### config.mk
export PLATFORM = sky130hd
export DESIGN_NAME = imm_extend_pipe
export DESIGN_NICKNAME = d
export VERILOG_FILES = /design/src/rtl/imm_pkg.sv /design/src/rtl/imm_decode.sv /design/src/rtl/imm_extend_pipe.sv
export SDC_FILE = /design/constraint.sdc
export NUM_CORES = 1
export LEC_CHECK = 0
export ABC_AREA = 1
export BUFFER_PORTS_ARGS = -buffer_cell sky130_fd_sc_hd__buf_2
export CORE_MARGIN = 4
export CORE_UTILIZATION = 25
export CTS_CLUSTER_SIZE = 10
export DETAILED_ROUTE_END_ITERATION = 10
export SYNTH_ARGS = -nofsm -noshare
export SYNTH_HDL_FRONTEND = slang
export SYNTH_HIERARCHICAL = 1
export SYNTH_SLANG_ARGS = --single-unit
### constraint.sdc
create_clock -name clk -period 2.42 [get_ports clk]
set_clock_uncertainty 0.15 [all_clocks]
set_input_delay 0.484 -clock clk [delete_from_list [all_inputs] [get_ports clk]]
set_output_delay 0.484 -clock clk [all_outputs]
set_load 0.02 [all_outputs]
### src/rtl/imm_pkg.sv
// Shared types for the decode-stage immediate unit.
// No logic; types only.
// No flow control.
package imm_pkg;

    // Immediate format select carried alongside each decoded instruction.
    typedef enum logic [2:0] {
        IMM_I     = 3'b000,
        IMM_S     = 3'b001,
        IMM_B     = 3'b010,
        IMM_J     = 3'b011,
        IMM_U     = 3'b100,
        IMM_SHAMT = 3'b101,
        IMM_ZIMM  = 3'b110,
        IMM_RSVD  = 3'b111
    } imm_src_e;

endpackage

### src/rtl/imm_decode.sv
// Combinational immediate format mux: Instr + ImmSrc -> sign/zero-extended immediate.
// Latency: 0 cycles (purely combinational).
// Backpressure: none; the enclosing pipeline decides when the result is captured.
module imm_decode
    import imm_pkg::*;
#(
    parameter int WIDTH = 32
) (
    input  logic [31:0]      Instr,
    input  imm_src_e         ImmSrc,
    output logic [WIDTH-1:0] ImmOp,
    output logic             IllegalImm
);

    // The opcode field never contributes to any immediate.
    logic unused_opcode;
    assign unused_opcode = ^Instr[6:0];

    // Format select; signed casts to WIDTH replicate Instr[31] into the upper bits.
    always_comb begin
        ImmOp      = '0;
        IllegalImm = 1'b0;
        case (ImmSrc)
            IMM_I:     ImmOp = WIDTH'($signed(Instr[31:20]));
            IMM_S:     ImmOp = WIDTH'($signed({Instr[31:25], Instr[11:7]}));
            IMM_B:     ImmOp = WIDTH'($signed({Instr[31], Instr[7], Instr[30:25],
                                               Instr[11:8], 1'b0}));
            IMM_J:     ImmOp = WIDTH'($signed({Instr[31], Instr[19:12], Instr[20],
                                               Instr[30:21], 1'b0}));
            IMM_U:     ImmOp = WIDTH'($signed({Instr[31:12], 12'b0}));
            IMM_SHAMT: begin
                // RV64 shift amounts carry one extra bit.
                if (WIDTH == 64) ImmOp = WIDTH'(Instr[25:20]);
                else             ImmOp = WIDTH'(Instr[24:20]);
            end
            IMM_ZIMM:  ImmOp = WIDTH'(Instr[19:15]);
            IMM_RSVD:  IllegalImm = 1'b1;
            default:   IllegalImm = 1'b1;
        endcase
    end

endmodule

### src/rtl/imm_extend_pipe.sv
// Elastic immediate-extend pipeline: decodes the immediate and precomputes PC + imm.
// Latency: STAGES cycles accept-to-OutValid with no backpressure; 1 result per cycle.
// Backpressure: OutReady=0 freezes the last stage; bubbles collapse; InReady drops when full or on Flush.
module imm_extend_pipe
    import imm_pkg::*;
#(
    parameter int WIDTH  = 32,
    parameter int STAGES = 2
) (
    input  logic             clk,
    input  logic             rst_n,
    input  logic             Flush,
    input  logic             InValid,
    output logic             InReady,
    input  logic [31:0]      Instr,
    input  logic [WIDTH-1:0] PC,
    input  imm_src_e         ImmSrc,
    output logic             OutValid,
    input  logic             OutReady,
    output logic [WIDTH-1:0] ImmOp,
    output logic [WIDTH-1:0] TargetOp,
    output logic             IllegalImm
);

    // aux holds PC until the adder stage, TargetOp afterwards.
    typedef struct packed {
        logic [WIDTH-1:0] imm;
        logic [WIDTH-1:0] aux;
        logic             ill;
    } stage_t;

    logic [WIDTH-1:0]  dec_imm;
    logic              dec_ill;
    logic [STAGES-1:0] vld;
    logic [STAGES-1:0] adv;
    logic [STAGES-1:0] in_vld;
    stage_t            pay    [STAGES];
    stage_t            in_pay [STAGES];

    imm_decode #(.WIDTH(WIDTH)) u_decode (
        .Instr      (Instr),
        .ImmSrc     (ImmSrc),
        .ImmOp      (dec_imm),
        .IllegalImm (dec_ill)
    );

    // Advance chain from the output back: a stage moves if empty or if its successor moves.
    always_comb begin
        logic nxt;
        adv = '0;
        nxt = OutReady;
        for (int k = STAGES - 1; k >= 0; k--) begin
            adv[k] = !vld[k] || nxt;
            nxt    = adv[k];
        end
    end

    assign InReady = !Flush && adv[0];

    // Stage inputs: stage 0 from the decoder; the adder sits in front of stage 1 when STAGES=2.
    always_comb begin
        in_vld[0]     = InValid && !Flush;
        in_pay[0].imm = dec_imm;
        in_pay[0].aux = (STAGES == 1) ? (PC + dec_imm) : PC;
        in_pay[0].ill = dec_ill;
        for (int k = 1; k < STAGES; k++) begin
            in_vld[k]     = vld[k-1];
            in_pay[k].imm = pay[k-1].imm;
            in_pay[k].aux = (k == 1) ? (pay[k-1].imm + pay[k-1].aux) : pay[k-1].aux;
            in_pay[k].ill = pay[k-1].ill;
        end
    end

    // Stage registers; Flush only clears valids, payload is left as is.
    always_ff @(posedge clk or negedge rst_n) begin
        if (!rst_n) begin
            vld <= '0;
            for (int k = 0; k < STAGES; k++) begin
                pay[k] <= '0;
            end
        end else if (Flush) begin
            vld <= '0;
        end else begin
            for (int k = 0; k < STAGES; k++) begin
                if (adv[k]) begin
                    vld[k] <= in_vld[k];
                    if (in_vld[k]) pay[k] <= in_pay[k];
                end
            end
        end
    end

    assign OutValid   = vld[STAGES-1];
    assign ImmOp      = pay[STAGES-1].imm;
    assign TargetOp   = pay[STAGES-1].aux;
    assign IllegalImm = pay[STAGES-1].ill;

endmodule

==> impl_metrics.prom <==
# TYPE chip_impl_metric gauge
chip_impl_info{name="top_usage_layer",value="met2"} 1
chip_impl_metric{name="finalWeightedCongestion",unit=""} 0.907
chip_impl_metric{name="vias",unit=""} 6710
chip_impl_info{name="grt_setup_unrepaired",value="no"} 1
chip_impl_metric{name="cts_resized",unit=""} 0
chip_impl_metric{name="placed_cells",unit=""} 1567
chip_impl_metric{name="detailed_place.area",unit="um^2"} 9000
chip_impl_metric{name="report.final.hold_viol_count",unit=""} 0
chip_impl_metric{name="number_of_synthesized_flops_with_an_enable_pin",unit=""} 0
chip_impl_metric{name="wl_per_cell",unit="um"} 14.7
chip_impl_metric{name="syn-num-nets",unit=""} 1181
chip_impl_info{name="result_of_the_run",value="complete, no violations"} 1
chip_impl_metric{name="start_util",unit=""} 0.254
chip_impl_info{name="most_common_cell_after_layout_fill_and_taps_aside",value="sky130_fd_sc_hd__nand2_1"} 1
chip_impl_metric{name="layout.core_utilization",unit=""} 0.294
chip_impl_metric{name="final_critical_path_setup_slack",unit="ns"} 0.224
chip_impl_metric{name="area_fraction_of_the_dominant_cell_type_after_synthesis",unit=""} 0.397
chip_impl_metric{name="warnings_from_yosys",unit=""} 6
chip_impl_metric{name="arrival",unit="ns"} 2.37
chip_impl_metric{name="total_power",unit="mW"} 9.07
chip_impl_metric{name="grt_antenna_before_repair",unit=""} 0
chip_impl_metric{name="io_buf_count",unit=""} 131
chip_impl_metric{name="die_height",unit="um"} 190
chip_impl_metric{name="first_iter_violations",unit=""} 309
chip_impl_metric{name="hold_ws",unit="ns"} 0.0964
chip_impl_metric{name="place_ws",unit="ns"} 0.226
chip_impl_metric{name="irDropWorstVdd",unit="uV"} 460
chip_impl_metric{name="maxCapViolations",unit=""} 0
chip_impl_metric{name="cts-buffers-inserted",unit=""} 17
chip_impl_metric{name="wire_length_of_the_first_global_routing_pass",unit="um"} 36700
chip_impl_metric{name="finish.instance_area",unit="um^2"} 9610
chip_impl_metric{name="floorplan.die.width",unit="um"} 190
chip_impl_info{name="critical_path_type",value="flip-flop to flip-flop"} 1
chip_impl_metric{name="nets",unit=""} 1249
chip_impl_metric{name="yosys.cell_types.count",unit=""} 34
chip_impl_metric{name="final_max_slew_viol_count",unit=""} 0
chip_impl_metric{name="antenna_cells",unit=""} 0
chip_impl_metric{name="drive_above_1_share",unit=""} 0.226
chip_impl_metric{name="path_clk_slew",unit="ns"} 0.06
chip_impl_metric{name="numClockSinks",unit=""} 132
chip_impl_metric{name="detailedPlacementHpwl",unit="um"} 19100
chip_impl_metric{name="insertion_delay",unit="ns"} 0.43
chip_impl_metric{name="timing.final.setup_violations",unit=""} 0
chip_impl_metric{name="largest_net_degree_at_the_start_of_global_routing",unit=""} 69
chip_impl_metric{name="max_freq",unit="MHz"} 455
chip_impl_metric{name="dieArea",unit="um^2"} 36300
chip_impl_metric{name="globalRouteMet3Util",unit=""} 0.0236
chip_impl_info{name="end_kind",value="flip-flop"} 1
chip_impl_metric{name="finish.cell_count_without_fillers",unit=""} 1600
chip_impl_metric{name="async_flop_share",unit=""} 1.00
chip_impl_metric{name="ant_nets",unit=""} 0
chip_impl_metric{name="worst_slew_margin_rel",unit=""} 0.747
chip_impl_metric{name="cellPowerDensity",unit="nW/um^2"} 943
chip_impl_metric{name="tightest_slew",unit="ns"} 0.379
chip_impl_metric{name="first_global_vias",unit=""} 6836
chip_impl_metric{name="design.portCount",unit=""} 139
chip_impl_metric{name="drt_wl_total",unit="um"} 23500
chip_impl_info{name="cts_root_buffer_type",value="sky130_fd_sc_hd__clkbuf_16"} 1
chip_impl_info{name="critical_path.startpoint_type",value="flip-flop"} 1
chip_impl_metric{name="route.detailed.drc",unit=""} 0
chip_impl_metric{name="grt_use_met1",unit=""} 0.180
chip_impl_metric{name="remaining_overflow_grt",unit=""} 0
chip_impl_metric{name="fin_setup_tns",unit="ns"} 0
chip_impl_metric{name="synthCells",unit=""} 1077
chip_impl_metric{name="grt_util_all_layers",unit=""} 0.131
chip_impl_metric{name="synth_sequential_area_ratio",unit=""} 0.397
chip_impl_metric{name="finalCriticalPeriod",unit="ns"} 2.20
chip_impl_info{name="cts_tree",value="yes"} 1
chip_impl_metric{name="syn_area",unit="um^2"} 8320
chip_impl_metric{name="avgViaCountPerCell",unit=""} 4.19
chip_impl_metric{name="syn2layout_area_growth",unit="%"} 15.5
chip_impl_info{name="synth_flop_cell",value="sky130_fd_sc_hd__dfrtp_1"} 1
chip_impl_metric{name="critical_path.max_fanout",unit=""} 4
chip_impl_metric{name="first_pass_iters",unit=""} 4
chip_impl_info{name="synth.largest_area_cell",value="sky130_fd_sc_hd__dfrtp_1"} 1
chip_impl_metric{name="synth_seq_cells",unit=""} 132
chip_impl_info{name="top_library_cells_by_usage_in_the_layout_fill_and_taps_aside",value="sky130_fd_sc_hd__nand2_1, sky130_fd_sc_hd__inv_1, sky130_fd_sc_hd__dfrtp_1"} 1
chip_impl_metric{name="cts-htree-levels",unit=""} 4
chip_impl_info{name="post_synth_main_area_contributors",value="sky130_fd_sc_hd__dfrtp_1, sky130_fd_sc_hd__nand2_1, sky130_fd_sc_hd__mux2_2"} 1
chip_impl_metric{name="cp_data_required_time",unit="ns"} 2.60
chip_impl_metric{name="clock_path_buffers",unit=""} 2
chip_impl_metric{name="static-leakage-power",unit="nW"} 5.28
chip_impl_info{name="hp-class",value="input pin to flip-flop"} 1
chip_impl_metric{name="grt_util_met2",unit=""} 0.211
chip_impl_metric{name="coreArea",unit="um^2"} 32700
chip_impl_metric{name="syn-mean-instance-area",unit="um^2"} 7.73
chip_impl_metric{name="final_min_period_over_clock_period",unit=""} 0.908
chip_impl_metric{name="core.rowCount",unit=""} 66
==> flip-flops by register name, indices dropped and copies added, names as in the netlist <==
name        cells
TargetOp       32
in_pay         33
ImmOp          32
vld             2
IllegalImm      1
pay            32
==> synth_stat cells, types with 2 or more instances <==
cell type / number
sky130_fd_sc_hd__o21bai_1: 3
sky130_fd_sc_hd__nor2_1: 66
sky130_fd_sc_hd__nand4_1: 9
sky130_fd_sc_hd__mux2_2: 53
sky130_fd_sc_hd__a21oi_1: 33
sky130_fd_sc_hd__clkbuf_1: 2
sky130_fd_sc_hd__o21ai_0: 26
sky130_fd_sc_hd__buf_2: 13
sky130_fd_sc_hd__nand3b_1: 5
sky130_fd_sc_hd__nor2_4: 3
sky130_fd_sc_hd__a21oi_2: 2
sky130_fd_sc_hd__nand2_1: 362
sky130_fd_sc_hd__buf_6: 8
sky130_fd_sc_hd__nand3_2: 7
sky130_fd_sc_hd__nand3_1: 52
sky130_fd_sc_hd__nor2_2: 3
sky130_fd_sc_hd__nor3_2: 2
sky130_fd_sc_hd__dfrtp_1: 132
sky130_fd_sc_hd__nand2_2: 12
sky130_fd_sc_hd__o21ai_1: 15
sky130_fd_sc_hd__buf_4: 67
sky130_fd_sc_hd__inv_1: 141
sky130_fd_sc_hd__xnor2_1: 16
sky130_fd_sc_hd__ha_1: 31
sky130_fd_sc_hd__inv_2: 5
==> cell type report <==
class / count / area, um^2
Inverter: 146 / 548
Fill cell: 3581 / 23100
Clock inverter: 14 / 165
Sequential cell: 132 / 3300
Multi-Input combinational cell: 708 / 3800
Timing Repair Buffer: 140 / 807
Clock buffer: 18 / 439
Tap cell: 442 / 553
==> worst max-delay path: stages (launching register included) <==
cell and delay [ns]:
sky130_fd_sc_hd__dfrtp_1 0.38, sky130_fd_sc_hd__ha_1 0.25, sky130_fd_sc_hd__fa_1 0.46, sky130_fd_sc_hd__nand3_1 0.13, sky130_fd_sc_hd__nand3_1 0.15, sky130_fd_sc_hd__nand3_1 0.13
sky130_fd_sc_hd__nand3_2 0.12, sky130_fd_sc_hd__nand2_1 0.12, sky130_fd_sc_hd__nand3_1 0.08, sky130_fd_sc_hd__nand3_1 0.09, sky130_fd_sc_hd__nand2_1 0.05
==> layer usage <==
layer / routed length [um] / vias up
li1: - / 3441
met2: 10800 / 146
met1: 11500 / 3099
met3: 803 / 24
met4: 392 / 0
met5: 0 / -
==> power by group <==
group          switching (mW)  internal (mW)  total, mW
Combinational            2.18           1.18       3.35
Sequential              0.355           2.73       3.08
Clock                    1.06           1.57       2.63
Total                    3.59           5.48       9.07
==> cell families (layout without fill, tap and decap cells) <==
logic type	after synthesis	count (layout)	synth area share
xor gates and xnor gates	16	16	0.0168
DFF	132	132	0.397
buffers and inverters	237	318	0.147
adders and majority gates	32	32	0.0490
and+or+nand+nor	525	525	0.266
AOI/OAI and AO/OA	82	82	0.0522
muxes	53	53	0.0717
==> what timing repair did <==
item,in CTS,in global routing
hold buffers,1,0
setup endpoints to repair,0,0
endpoints found under the hold margin,12,0
buffers inserted,0,0
==> final timing paths <==
| check | to | slack (ns) | depth (start not counted) | from |
|---|---|---|---|---|
| worst max-delay path | TargetOp[28] | 0.22 | 10 | pay[66] |
| worst min-delay path | vld[1] | 0.1 | 2 | Flush |
| worst max register to register | TargetOp[28] | 0.22 | 10 | pay[66] |
| worst min register to register | TargetOp[5] | 0.32 | 2 | TargetOp[5] |
| max in group asynchronous | TargetOp[3] | 1.24 | 3 | rst_n |
| min in group asynchronous | ImmOp[18] | 0.29 | 2 | rst_n |
No activity file was read; power rests on OpenSTA's default activity.
